File: src/rtl/ex_commit_stage_if.sv
// ex_commit_stage_if: the ALU-side input bundle, the memory-stage handoff,
// the feedback registers and the redirect/bypass outputs of the commit stage.
// master: the surrounding pipeline (ALU, memory stage, fetch).
// slave:  the commit stage itself.
interface ex_commit_stage_if;
    logic        in_valid;
    logic        in_ready;
    logic [63:0] in_res;
    logic [31:0] in_pc;
    logic [4:0]  in_rd;
    logic [1:0]  in_op;
    logic [5:0]  in_op3;
    logic [2:0]  in_op2;
    logic [31:0] in_store_data;
    logic [31:0] in_target;
    logic        in_mux_sel;
    logic        in_annul;
    logic [3:0]  in_icc;
    logic [31:0] in_y;
    logic [3:0]  icc_q;
    logic [31:0] y_q;
    logic        out_valid;
    logic        out_ready;
    logic [31:0] out_res;
    logic [31:0] out_store_data;
    logic [31:0] out_pc;
    logic [4:0]  out_rd;
    logic [1:0]  out_op;
    logic [5:0]  out_op3;
    logic        redirect;
    logic [31:0] redirect_pc;
    logic        err_dcti;
    logic        fwd_valid;
    logic [4:0]  fwd_rd;
    logic [31:0] fwd_res;

    modport master (
        output in_valid, in_res, in_pc, in_rd, in_op, in_op3, in_op2,
               in_store_data, in_target, in_mux_sel, in_annul, in_icc, in_y,
               out_ready,
        input  in_ready, icc_q, y_q, out_valid, out_res, out_store_data,
               out_pc, out_rd, out_op, out_op3, redirect, redirect_pc,
               err_dcti, fwd_valid, fwd_rd, fwd_res
    );

    modport slave (
        input  in_valid, in_res, in_pc, in_rd, in_op, in_op3, in_op2,
               in_store_data, in_target, in_mux_sel, in_annul, in_icc, in_y,
               out_ready,
        output in_ready, icc_q, y_q, out_valid, out_res, out_store_data,
               out_pc, out_rd, out_op, out_op3, redirect, redirect_pc,
               err_dcti, fwd_valid, fwd_rd, fwd_res
    );
endinterface

File: src/rtl/ex_commit_stage.sv
// ex_commit_stage: execute/memory boundary. Single-entry payload register,
// committed icc/Y, delay-slot handling and wrong-path squash after redirects.
// Optional operand bypass from the payload register: EXCOMMIT_BYPASS_EN.
//
// state       | meaning
// ------------+---------------------------------------------------------
// RUN         | normal operation, every accepted instruction is kept
// DSLOT_EXEC  | next accepted instruction is the delay slot, executed
// DSLOT_ANNUL | next accepted instruction is the delay slot, dropped
// DRAIN       | drop accepted instructions until drop_cnt reaches 0
module ex_commit_stage #(
    parameter int unsigned SQUASH_DEPTH = 2
) (
    input  logic             clk,
    input  logic             reset,
    ex_commit_stage_if.slave bus
);
    typedef enum logic [1:0] {RUN, DSLOT_EXEC, DSLOT_ANNUL, DRAIN} state_t;

    state_t      state_q, state_d;
    logic [2:0]  drop_cnt_q, drop_cnt_d;
    logic        pend_q, pend_d;
    logic        accept, keep, redir_set, dcti;
    logic        is_bicc, is_cti;

    logic        out_valid_q;
    logic [31:0] out_res_q, out_store_data_q, out_pc_q;
    logic [4:0]  out_rd_q;
    logic [1:0]  out_op_q;
    logic [5:0]  out_op3_q;
    logic [3:0]  icc_q;
    logic [31:0] y_q;
    logic        redirect_q, err_dcti_q;
    logic [31:0] redirect_pc_q;
    logic        unused_res_hi;

    assign unused_res_hi = ^bus.in_res[63:32];

    assign bus.in_ready = !out_valid_q || bus.out_ready;
    assign accept       = bus.in_valid && bus.in_ready;
    assign is_bicc      = (bus.in_op == 2'b00) && (bus.in_op2 == 3'b010);
    // Bicc, CALL and JMPL are the transfers that may not sit in a delay slot.
    assign is_cti       = is_bicc || (bus.in_op == 2'b01) ||
                          ((bus.in_op == 2'b10) && (bus.in_op3 == 6'b111000));

    // State, drop counter and pending-redirect registers.
    always_ff @(posedge clk) begin
        if (reset) begin
            state_q    <= RUN;
            drop_cnt_q <= '0;
            pend_q     <= 1'b0;
        end else begin
            state_q    <= state_d;
            drop_cnt_q <= drop_cnt_d;
            pend_q     <= pend_d;
        end
    end

    // Next-state decode plus keep/drop, redirect and delay-slot-CTI decisions.
    always_comb begin
        state_d    = state_q;
        drop_cnt_d = drop_cnt_q;
        pend_d     = pend_q;
        keep       = 1'b0;
        redir_set  = 1'b0;
        dcti       = 1'b0;
        if (accept) begin
            unique case (state_q)
                RUN: begin
                    keep = 1'b1;
                    if (bus.in_mux_sel) begin
                        redir_set = 1'b1;
                        pend_d    = 1'b1;
                    end
                    if (is_bicc && bus.in_annul) state_d = DSLOT_ANNUL;
                    else if (bus.in_mux_sel)     state_d = DSLOT_EXEC;
                end
                DSLOT_EXEC, DSLOT_ANNUL: begin
                    // A CTI in an executed slot is kept as an ordinary op.
                    keep   = (state_q == DSLOT_EXEC);
                    dcti   = (state_q == DSLOT_EXEC) && is_cti;
                    pend_d = 1'b0;
                    if (pend_q) begin
                        state_d    = DRAIN;
                        drop_cnt_d = 3'(SQUASH_DEPTH);
                    end else begin
                        state_d = RUN;
                    end
                end
                DRAIN: begin
                    if (drop_cnt_q != 3'd0) drop_cnt_d = drop_cnt_q - 3'd1;
                    if (drop_cnt_q <= 3'd1) state_d = RUN;
                end
                default: state_d = RUN;
            endcase
        end
    end

    // Payload, icc/Y and redirect registers; only kept instructions load.
    always_ff @(posedge clk) begin
        if (reset) begin
            out_valid_q      <= 1'b0;
            out_res_q        <= '0;
            out_store_data_q <= '0;
            out_pc_q         <= '0;
            out_rd_q         <= '0;
            out_op_q         <= '0;
            out_op3_q        <= '0;
            icc_q            <= '0;
            y_q              <= '0;
            redirect_q       <= 1'b0;
            redirect_pc_q    <= '0;
            err_dcti_q       <= 1'b0;
        end else begin
            redirect_q <= redir_set;
            err_dcti_q <= dcti;
            if (redir_set) redirect_pc_q <= bus.in_target;
            if (keep) begin
                out_valid_q      <= 1'b1;
                out_res_q        <= bus.in_res[31:0];
                out_store_data_q <= bus.in_store_data;
                out_pc_q         <= bus.in_pc;
                out_rd_q         <= bus.in_rd;
                out_op_q         <= bus.in_op;
                out_op3_q        <= bus.in_op3;
                icc_q            <= bus.in_icc;
                y_q              <= bus.in_y;
            end else if (bus.out_ready) begin
                out_valid_q <= 1'b0;
            end
        end
    end

    assign bus.out_valid      = out_valid_q;
    assign bus.out_res        = out_res_q;
    assign bus.out_store_data = out_store_data_q;
    assign bus.out_pc         = out_pc_q;
    assign bus.out_rd         = out_rd_q;
    assign bus.out_op         = out_op_q;
    assign bus.out_op3        = out_op3_q;
    assign bus.icc_q          = icc_q;
    assign bus.y_q            = y_q;
    assign bus.redirect       = redirect_q;
    assign bus.redirect_pc    = redirect_pc_q;
    assign bus.err_dcti       = err_dcti_q;

`ifdef EXCOMMIT_BYPASS_EN
    // Loads have no result yet at this point, so they never forward.
    assign bus.fwd_valid = out_valid_q && (out_rd_q != 5'd0) &&
                           !((out_op_q == 2'b11) && !out_op3_q[2]);
    assign bus.fwd_rd    = out_rd_q;
    assign bus.fwd_res   = out_res_q;
`else
    assign bus.fwd_valid = 1'b0;
    assign bus.fwd_rd    = '0;
    assign bus.fwd_res   = '0;
`endif
endmodule

File: src/flat_wrapper.sv
// flat-port wrapper written by rule: the top's interface ports become plain ports
module ex_commit_stage_flat 
#(
    parameter int unsigned SQUASH_DEPTH = 2
)
  (clk, reset, bus_in_valid, bus_in_res, bus_in_pc, bus_in_rd, bus_in_op, bus_in_op3, bus_in_op2, bus_in_store_data, bus_in_target, bus_in_mux_sel, bus_in_annul, bus_in_icc, bus_in_y, bus_out_ready, bus_in_ready, bus_icc_q, bus_y_q, bus_out_valid, bus_out_res, bus_out_store_data, bus_out_pc, bus_out_rd, bus_out_op, bus_out_op3, bus_redirect, bus_redirect_pc, bus_err_dcti, bus_fwd_valid, bus_fwd_rd, bus_fwd_res);
  ex_commit_stage_if bus_i ();
  input  logic clk;
  input  logic reset;
  input wire logic [$bits(bus_i.in_valid)-1:0] bus_in_valid;
  input wire logic [$bits(bus_i.in_res)-1:0] bus_in_res;
  input wire logic [$bits(bus_i.in_pc)-1:0] bus_in_pc;
  input wire logic [$bits(bus_i.in_rd)-1:0] bus_in_rd;
  input wire logic [$bits(bus_i.in_op)-1:0] bus_in_op;
  input wire logic [$bits(bus_i.in_op3)-1:0] bus_in_op3;
  input wire logic [$bits(bus_i.in_op2)-1:0] bus_in_op2;
  input wire logic [$bits(bus_i.in_store_data)-1:0] bus_in_store_data;
  input wire logic [$bits(bus_i.in_target)-1:0] bus_in_target;
  input wire logic [$bits(bus_i.in_mux_sel)-1:0] bus_in_mux_sel;
  input wire logic [$bits(bus_i.in_annul)-1:0] bus_in_annul;
  input wire logic [$bits(bus_i.in_icc)-1:0] bus_in_icc;
  input wire logic [$bits(bus_i.in_y)-1:0] bus_in_y;
  input wire logic [$bits(bus_i.out_ready)-1:0] bus_out_ready;
  output wire logic [$bits(bus_i.in_ready)-1:0] bus_in_ready;
  output wire logic [$bits(bus_i.icc_q)-1:0] bus_icc_q;
  output wire logic [$bits(bus_i.y_q)-1:0] bus_y_q;
  output wire logic [$bits(bus_i.out_valid)-1:0] bus_out_valid;
  output wire logic [$bits(bus_i.out_res)-1:0] bus_out_res;
  output wire logic [$bits(bus_i.out_store_data)-1:0] bus_out_store_data;
  output wire logic [$bits(bus_i.out_pc)-1:0] bus_out_pc;
  output wire logic [$bits(bus_i.out_rd)-1:0] bus_out_rd;
  output wire logic [$bits(bus_i.out_op)-1:0] bus_out_op;
  output wire logic [$bits(bus_i.out_op3)-1:0] bus_out_op3;
  output wire logic [$bits(bus_i.redirect)-1:0] bus_redirect;
  output wire logic [$bits(bus_i.redirect_pc)-1:0] bus_redirect_pc;
  output wire logic [$bits(bus_i.err_dcti)-1:0] bus_err_dcti;
  output wire logic [$bits(bus_i.fwd_valid)-1:0] bus_fwd_valid;
  output wire logic [$bits(bus_i.fwd_rd)-1:0] bus_fwd_rd;
  output wire logic [$bits(bus_i.fwd_res)-1:0] bus_fwd_res;
  assign bus_i.in_valid = bus_in_valid;
  assign bus_i.in_res = bus_in_res;
  assign bus_i.in_pc = bus_in_pc;
  assign bus_i.in_rd = bus_in_rd;
  assign bus_i.in_op = bus_in_op;
  assign bus_i.in_op3 = bus_in_op3;
  assign bus_i.in_op2 = bus_in_op2;
  assign bus_i.in_store_data = bus_in_store_data;
  assign bus_i.in_target = bus_in_target;
  assign bus_i.in_mux_sel = bus_in_mux_sel;
  assign bus_i.in_annul = bus_in_annul;
  assign bus_i.in_icc = bus_in_icc;
  assign bus_i.in_y = bus_in_y;
  assign bus_i.out_ready = bus_out_ready;
  assign bus_in_ready = bus_i.in_ready;
  assign bus_icc_q = bus_i.icc_q;
  assign bus_y_q = bus_i.y_q;
  assign bus_out_valid = bus_i.out_valid;
  assign bus_out_res = bus_i.out_res;
  assign bus_out_store_data = bus_i.out_store_data;
  assign bus_out_pc = bus_i.out_pc;
  assign bus_out_rd = bus_i.out_rd;
  assign bus_out_op = bus_i.out_op;
  assign bus_out_op3 = bus_i.out_op3;
  assign bus_redirect = bus_i.redirect;
  assign bus_redirect_pc = bus_i.redirect_pc;
  assign bus_err_dcti = bus_i.err_dcti;
  assign bus_fwd_valid = bus_i.fwd_valid;
  assign bus_fwd_rd = bus_i.fwd_rd;
  assign bus_fwd_res = bus_i.fwd_res;
  ex_commit_stage #(.SQUASH_DEPTH(SQUASH_DEPTH)) u_core (.clk(clk), .reset(reset), .bus(bus_i));
endmodule
File: config.mk
export PLATFORM = sky130hd
export DESIGN_NAME = ex_commit_stage_flat
export DESIGN_NICKNAME = d
export VERILOG_FILES = /design/src/rtl/ex_commit_stage_if.sv /design/src/rtl/ex_commit_stage.sv /design/src/flat_wrapper.sv
export SDC_FILE = /design/constraint.sdc
export NUM_CORES = 1
export LEC_CHECK = 0
export CAP_MARGIN = 5
export CORE_AREA = 2 2 167 169
export DETAILED_ROUTE_END_ITERATION = 10
export DIE_AREA = 0 0 169 171
export PLACE_DENSITY = 0.6
export SYNTH_ARGS = -nofsm -noshare
export SYNTH_HDL_FRONTEND = slang
export SYNTH_SLANG_ARGS = --single-unit
File: constraint.sdc
create_clock -name clk -period 2.39 [get_ports clk]
set_input_delay 0.5975 -clock clk [delete_from_list [all_inputs] [get_ports clk]]
set_output_delay 0.5975 -clock clk [all_outputs]
set_load 0.05 [all_outputs]
## Word level (Yosys, flattened, before mapping)

Cells that the tools add are included.

- Eq/ne operators: 12
- Reduce and logical (&&, ||, !) cells: 20
- Muxes and demuxes: 17
- Bitwise operators: 2
- $lt $le $gt $ge: 1
- Add/sub/neg operators: 1

Operators by type and width:

| cell | number |
|---|---|
| two-way mux 2 bit | 4 |
| two-way mux 1 bit | 7 |
| == test 2 bit (second input constant) | 3 |
| == test 6 bit (second input constant) | 1 |
| two-way mux 3 bit | 2 |
| != test 2 x 1 -> 1 bit (second input constant) | 3 |
| one-hot mux 2 bit (3 select lines) | 1 |
| one-hot mux 3 bit (2 select lines) | 1 |
| AND reduction 3 bit | 2 |
| nonzero test 2 bit | 3 |
| logical AND 1 bit | 5 |
| == test 2 x 1 -> 1 bit (second input constant) | 2 |
| logical NOT 2 bit | 2 |
| one-hot mux 1 bit (2 select lines) | 2 |
| AND reduction 4 bit | 1 |
| == test 3 x 2 -> 1 bit (second input constant) | 1 |
| <= comparator 3 x 1 -> 1 bit (second input constant) | 1 |
| logical OR 1 bit | 3 |
| != test 3 x 2 -> 1 bit (second input constant) | 1 |
| nonzero test 3 bit | 1 |
| OR reduction 3 bit | 1 |
| subtractor 3 x 1 -> 3 bit (second input constant) | 1 |
| != test 2 bit (second input constant) | 1 |
| inverter 1 bit | 2 |
| 2 further kinds | 2 |

- Bits of input ports: 218
- Logic and storage cells: 68
- Flip-flop bits (word level): 186

## Depth between registers and ports, before layout

Gate-level depths: netlist (run 1).

- Depth in word-level cells: 5
- Depth in mapped cells: 9
- Mapped depth without buffers: 6

## Worst setup path after synthesis (run 1)

Ideal clock, no wire load.

- Path kind: register -> register
- From: register u_core.out_valid_q (netlist: u_core.bus.out_valid)
- To: register u_core.state_q[0]
- Cell stages (with the launch flop): 6
- Path slack: 0.420 ns
- Required time: 2.269 ns
- Path buffers: 0
- Library setup time: 0.121 ns
- Arrival: 1.849 ns
- Path through: dfxtp_1 > nor2b_1 > inv_1 > nand2_1 > a211o_1 > mux2_2

- Longest elaborated chain between the ends: 4

Ends and longest elaborated chain:

| what | line | source |
|---|---|---|
| start: declaration | ex_commit_stage.sv:26 | `logic out_valid_q;` |
| start signal: assignment | ex_commit_stage.sv:102 | `out_valid_q <= 1'b0;` |
| start signal: assignment | ex_commit_stage.sv:119 | `out_valid_q <= 1'b1;` |
| start signal: assignment | ex_commit_stage.sv:129 | `out_valid_q <= 1'b0;` |
| logical NOT 1 bit | ex_commit_stage.sv:39 | `assign bus.in_ready = !out_valid_q \|\| bus.out_ready;` |
| logical OR 1 bit | ex_commit_stage.sv:39 |  |
| via bus_in_ready | flat_wrapper.sv:24 | `output wire logic [$bits(bus_i.in_ready)-1:0] bus_in_ready;` |
| logical AND 1 bit | ex_commit_stage.sv:40 | `assign accept = bus.in_valid && bus.in_ready;` |
| AND reduction 3 bit (no source line) | - |  |
| end signal: assignment | ex_commit_stage.sv:53 | `state_q <= state_d;` |
| end: declaration | ex_commit_stage.sv:20 | `state_t state_q, state_d;` |

The timed path passes the listed nets, and every way through them passes these cells.
A chain may end at the register's enable or synchronous reset.

## Final worst setup path (run 1)

- From: input bus_out_ready
- To: output bus_in_ready

- Longest elaborated chain between the ends: 1

Ends and longest elaborated chain:

| what | line | source |
|---|---|---|
| start: declaration | flat_wrapper.sv:23 | `input wire logic [$bits(bus_i.out_ready)-1:0] bus_out_ready;` |
| logical OR 1 bit | ex_commit_stage.sv:39 |  |
| end: declaration | flat_wrapper.sv:24 |  |

Every way passes these cells.

==> summary.md, run 1 <==
| Metric | Value |
|---|---|
| FF+latch area | `about 0.0037 mm^2` |
| Post-CTS Hold Fix Bufs | `0` |
| Cell taking the most area after synthesis | `dfxtp_1` |
| # setup viols final | `0` |
| Post-Syn Instances | `880` |
| RSZ-0062 raised after global routing | `no` |
| Layout cell share with drive strength beyond 1 | `slightly below 6%` |
| Netlist cell types | `35` |
| Initial DRC count | `approximately 280` |
| Reg2Reg Setup Slack | `approximately 480 ps` |
| Reg-to-reg startpoint | `u_core.state_q[1]` |
| WP data arrival | `roughly 1700 ps` |
| Core Box Area | `between 0.02 and 0.03 mm^2` |
| CTS resizes | `0` |
| Initial antenna violation count | `0` |
| Via/cell ratio | `4.24` |
| Largest net degree at the start of global routing | `88` |
| Hold Slack | `454 ps` |
| Antenna cells | `0` |
| Worst reg-to-reg path cell count | `7` |
| Run status | `complete, no violations` |
| CTS Buf Count | `17` |
| Synth Cell Area | `around 0.0070 mm^2` |
| Die width | `about 170 um` |
| Fin nets | `1460` |
| GRT Total Usage | `between 10% and 20%` |
| CP required | `1790 ps` |
| Number of global-route vias before repair | `between 6000 and 7000` |
| Post-layout min period | `between 2000 and 2500 ps` |
| Area delta synth->final | `65.6%` |
| P_leak | `around 4.3 nW` |
| Final wirelength | `~23 mm` |
| DP Wirelength | `about 16 mm` |
| Setup TNS | `0 ps` |
| Clock buffer depth | `2` |
| Synth warnings | `0` |
| CP endpoint kind | `output port` |
| EDFF count, synth | `0` |
| Rel. slew slack | `61.5%` |
| Min-delay src | `u_core.bus.out_res[7]` |
| ANT nets after route | `0` |
| Num ports | `between 400 and 500` |
| Avg WL per Cell | `around 14 um` |
| Hold path cells | `2` |
| Pre-Repair DR Iteration Count | `5` |
| Reg2reg end | `u_core.bus.y_q[11]` |
| Via Count | `slightly below 7000` |
| First-pass GRT wire length | `roughly 34 mm` |
| Die area | `0.0289 mm^2` |
| Starting Density | `between 20% and 30%` |
| TritonCTS clock tree | `built` |
| Number of setup buffers added after CTS | `0` |
| Multi-input logic area | `0.00277 mm^2` |
| Die height | `171 um` |
| Final Hold Vio Count | `0` |
| Worst Clk Skew | `about 19 ps` |
| Clk_lat worst skew | `430 ps` |
| Htree depth | `4` |
| Max Cap Viol | `0` |
| Fin crit share | `between 90% and 100%` |
| Crit path max fanout | `6` |
| Share of the synthesized area in the top cell type | `a little over half` |
| GRT overflow | `0` |
| FILL cells | `~2700` |
| FMAX | `443 MHz` |
| PortBufs | `around 370` |
| Cell row count | `between 60 and 70` |
| Synth top area cells | `dfxtp_1, nand2_1, a21oi_1` |
| Maximum vdd drop | `between 0.0003 and 0.0004 V` |
| Sink Count | `approximately 190` |
| Synth Area per Inst | `between 7 and 8 um^2` |
| Measured slew at the worst slew-check pin | `between 500 and 600 ps` |
| CP Launch Type | `input port` |
| Prevailing post-synth register cell | `dfxtp_1` |
| Flops & latches, synth | `around 190` |
| DRC errors left | `0` |
| Share of flip-flops with an asynchronous set or reset | `0%` |
| Slew Viols, Final | `0` |
| Worst Hold Class | `flip-flop to flip-flop` |
| Sequential share of the synthesized area | `53.4%` |
| Worst hold endpoint | `u_core.bus.out_res[7]` |
| PD cells | `approximately 750 mW/mm^2` |
| Worst-path clk slew | `~70 ps` |
| Crit Path Class | `input port to output port` |
| Final GP Congestion | `0.728` |
| CTS root buffer | `clkbuf_16` |
[area by class of cell]
type	count	area share, %
flip-flops and latches	186	32.3
clock buffers	18	3.80
clock inverters	13	1.08
repair buffers	397	34.8
inverters	9	0.293
well taps	346	3.75
multi-input cells	624	24.0
[per-layer routing]
metal | share of wire, % | vias up | wire length (um) | global-route usage (%)
li1 | - | 3461 | - | -
met1 | 41 | 3023 | 9250 | 17.2
met2 | 49 | 246 | 11100 | 26.2
met3 | 8.1 | 17 | 1820 | 5.39
met4 | 1.4 | 0 | 323 | 4.01
met5 | 0 | - | 0 | 0
[cell usage in the layout, fill, tap and decap left out, types with 2 or more instances in the layout]
cell type | synthesis | routed
a21o_1 | 2 | 2
inv_6 | 0 | 6
mux2_2 | 2 | 2
nor3_1 | 3 | 2
nor2b_1 | 2 | 2
nor3b_1 | 2 | 2
clkinv_4 | 0 | 2
conb_1 | 1 | 38
clkdlybuf4s50_1 | 0 | 363
dfxtp_1 | 186 | 186
nand3_1 | 3 | 3
clkbuf_16 | 0 | 17
nand4_1 | 2 | 2
inv_8 | 0 | 3
buf_12 | 0 | 10
nand2_1 | 356 | 356
buf_4 | 44 | 23
ha_1 | 7 | 7
a21oi_1 | 182 | 182
inv_1 | 9 | 9
nor2_1 | 8 | 8
[stage by stage]
step                instances  utilization (%)  total power, W  setup WS, ps  cell area, um^2
detailed placement       1562             40.2         0.00601          -111            11000
global placement         1562             40.2         0.00599          -264            11000
CTS                      1593             42.2         0.00885           113            11500
floorplan                 917                -         0.00506           420             7110
global route             1593             42.2         0.00914          77.7            11500
finish                   1593             42.2         0.00869           131            11500
[worst max-delay path by stage]
stage	depth (start not counted)	from	to	slack [ps]
finish	5	bus_out_ready	bus_in_ready	130
global route	5	bus_out_ready	bus_in_ready	80
CTS	1	u_core.bus.redirect_pc[31]	bus_redirect_pc[31]	110
detailed placement	6	bus_in_op2[1]	u_core.state_q[1]	-110
global placement	6	bus_in_op[0]	u_core.bus.err_dcti	-260
floorplan	5	u_core.bus.out_valid	u_core.state_q[0]	420
[synthesized netlist by cell type, types with 2 or more instances]
cell type / instances
nor2_1: 8
nand3_1: 3
dfxtp_1: 186
nor3b_1: 2
ha_1: 7
a21o_1: 2
clkbuf_1: 22
inv_1: 9
buf_6: 4
nand2_1: 356
a21oi_1: 182
mux2_2: 2
buf_2: 28
buf_4: 44
nor3_1: 3
nor2b_1: 2
nand4_1: 2
[logic make-up after synthesis]
kind of cell | synth area share, %
AO/OA/AOI/OAI | 14.4
adder cells (fa/ha/maj) | 1.26
buffers and inverters | 9.06
flip-flops | 53.4
multiplexers | 0.323
other | 0.0538
AND/OR/NAND/NOR | 21.5
[flip-flops by register name, indices dropped and copies added (netlist names)]
register,count
u_core.bus.out_pc,32
u_core.bus.out_res,32
u_core.bus.out_store_data,32
u_core.bus.redirect_pc,32
u_core.bus.y_q,32
u_core.bus.out_op3,6
u_core.bus.out_rd,5
u_core.bus.icc_q,4
u_core.drop_cnt_q,3
u_core.bus.out_op,2
u_core.state_q,2
u_core.bus.err_dcti,1
u_core.bus.out_valid,1
u_core.bus.redirect,1
u_core.pend_q,1
[power by group]
| part | switching [W] | total, W | internal (W) |
|---|---|---|---|
| Clock | 0.00136 | 0.00277 | 0.00141 |
| Combinational | 0.00156 | 0.00247 | 0.000905 |
| Sequential | 0.000116 | 0.00345 | 0.00333 |
| Total | 0.00304 | 0.00869 | 0.00565 |
[worst max-delay path, cell delays in order]
cell	delay (ps)
clkdlybuf4s50_1	400
nor2b_1	230
buf_12	150
inv_1	70
buf_4	200
(Power assumes the default switching activity.)
==> run 2: changes to the inputs <==
--- a/config.mk
+++ b/config.mk
@@ -7,6 +7,7 @@
 export LEC_CHECK = 0
 export CAP_MARGIN = 5
 export CORE_AREA = 2 2 167 169
+export CTS_CLUSTER_DIAMETER = 120
 export DETAILED_ROUTE_END_ITERATION = 10
 export DIE_AREA = 0 0 169 171
 export PLACE_DENSITY = 0.6
==> results of run 2 <==
The final DEF is identical to that of run 1; final timing and power are the same.
==> run 3: changes to the inputs <==
--- a/config.mk
+++ b/config.mk
@@ -11,6 +11,7 @@
 export DETAILED_ROUTE_END_ITERATION = 10
 export DIE_AREA = 0 0 169 171
 export PLACE_DENSITY = 0.6
+export SETUP_SLACK_MARGIN = 0.15
 export SYNTH_ARGS = -nofsm -noshare
 export SYNTH_HDL_FRONTEND = slang
 export SYNTH_SLANG_ARGS = --single-unit
==> summary.md, run 3 (synthesis results as in run 1) <==
| Metric | Value |
|---|---|
| Commonest non-fill, non-tap cell in the layout | `nand2_1` |
| CTS Buf Count | `17` |
| Antenna cells | `0` |
| RSZ-0062 raised after global routing | `no` |
| Die width | `~170 um` |
| Sink Count | `186` |
| Setup slack after layout | `between 150 and 200 ps` |
| Pre-Repair DR Iteration Count | `5` |
| Max Cap Viol | `0` |
| Global Route met2 Usage | `between 20% and 30%` |
| Crit path max fanout | `2` |
| Via Count | `roughly 6800` |
| Post-layout min period | `around 2200 ps` |
| Area delta synth->final | `66.5%` |
| DP Wirelength | `16.1 mm` |
| Crit Path Class | `flip-flop to output port` |
| Worst Hold Class | `flip-flop to flip-flop` |
| CP max stage cell | `clkdlybuf4s50_1` |
| Met1 Track Usage GR | `roughly 17%` |
| CP endpoint kind | `output port` |
| Largest net degree at the start of global routing | `between 80 and 90` |
| Maximum vdd drop | `0.000399 V` |
| P_leak | `around 4.8 nW` |
| FMAX | `between 400 and 500 MHz` |
| PortBufs | `366` |
| Die height | `between 150 and 200 um` |
| PD cells | `748 mW/mm^2` |
| CTS root buffer | `clkbuf_16` |
| Initial antenna violation count | `0` |
| Measured slew at the worst slew-check pin | `~570 ps` |
| Starting Density | `between 20% and 30%` |
| Total Power | `a little under 0.009 W` |
| CP required | `between 1500 and 2000 ps` |
| Fin crit share | `91.7%` |
| Final wirelength | `between 20 and 25 mm` |
| Final Hold Vio Count | `0` |
| Most frequent cells in the layout | `nand2_1, clkdlybuf4s50_1, dfxtp_1, a21oi_1, conb_1` |
| Run status | `complete, no violations` |
| DRC errors left | `0` |
| CP Launch Type | `flip-flop` |
| GRT overflow | `0` |
| WP data arrival | `about 1600 ps` |
| Met3 Use GR | `5.39%` |
| GRT Max-Usage Layer | `met2` |
| Final GP Congestion | `~0.73` |
| First-pass GRT wire length | `~34 mm` |
| Cell row count | `between 60 and 70` |
| WP buf/inv | `1` |
| Fin nets | `around 1500` |
| ANT nets after route | `0` |
| FILL cells | `between 2000 and 3000` |
| Core Box Area | `between 0.02 and 0.03 mm^2` |
| Num ports | `between 400 and 500` |
| Clock buffer depth | `2` |
| TritonCTS clock tree | `built` |
| GRT Total Usage | `between 10% and 20%` |
| Slew Viols, Final | `0` |
| CP delay by family, top | `buffers and inverters` |
| Avg WL per Cell | `14.1 um` |
| Die area | `between 0.02 and 0.03 mm^2` |
| Via/cell ratio | `approximately 4.2` |
| Worst-path clk slew | `around 70 ps` |
| Layout cell share with drive strength beyond 1 | `5.93%` |
| Clk_lat worst skew | `430 ps` |
| Htree depth | `4` |
| # setup viols final | `0` |
| Initial DRC count | `about 300` |
| Post-CTS Hold Fix Bufs | `0` |
| Rel. slew slack | `62.3%` |
| Worst Clk Skew | `19.6 ps` |
| Place WS | `-111 ps` |
| Layout Utilization | `a little over two fifths` |
| Worst path max stage delay | `840 ps` |
| Number of global-route vias before repair | `6456` |
| CP cell instances | `clkdlybuf4s50_1` |
-- run 3: cell types whose count changed in the layout (fill, tap and decap cells not counted), sizes merged --
| cell | before | now |
|---|---|---|
| dlymetal6s2s | 0 | 27 |
| dlygate4sd2 | 0 | 6 |
| clkdlybuf4s50 | 363 | 330 |
-- run 3: final cells by class --
| type | count | area, um^2 | area share [%] |
|---|---|---|---|
| clock inverter | 13 | 125 | 1.08 |
| tap | 346 | 433 | 3.73 |
| inverter | 9 | 33.8 | 0.291 |
| multi-input combinational | 624 | 2770 | 23.9 |
| sequential | 186 | 3720 | 32.1 |
| clock buffer | 18 | 439 | 3.78 |
| timing repair buffer | 397 | 4080 | 35.2 |
-- run 3: stage by stage --
stage               instance area (um^2)  hold WS, ps  TNS, ps  instances
finish                             11600          452        0       1593
global route                       11600          472        0       1593
CTS                                11500          455        0       1593
detailed placement                 11000          445     -319       1562
global placement                   11000          441     -522       1562
floorplan                           7110          476        0        917
-- run 3: path summary, 6_finish.rpt --
check,startpoint,to,slack [ps],cells past startpoint
worst max-delay path,u_core.bus.out_res[10],bus_out_res[10],200,1
worst min-delay path,u_core.bus.redirect_pc[1],u_core.bus.redirect_pc[1],450,2
worst max register to register,u_core.state_q[1],u_core.bus.y_q[11],480,7
worst min register to register,u_core.bus.redirect_pc[1],u_core.bus.redirect_pc[1],450,2
-- run 3: routing by layer --
layer  routed length [um]  vias up
li1                     -     3459
met1                 9280     3052
met2                11100      242
met3                 1800       15
met4                  297        0
met5                    0        -
-- run 3: power by group --
part,leakage [nW],switching (W),internal (W)
sequential,1.53,0.000115,0.00333
clock,0.281,0.00136,0.00141
combinational,3.02,0.00156,0.000898
total,4.82,0.00304,0.00564
-- run 3: repair_timing --
item / CTS / global route
endpoints found under the setup margin: 7 / 28
resized for setup: 7 / 28
buffers inserted: 0 / 0
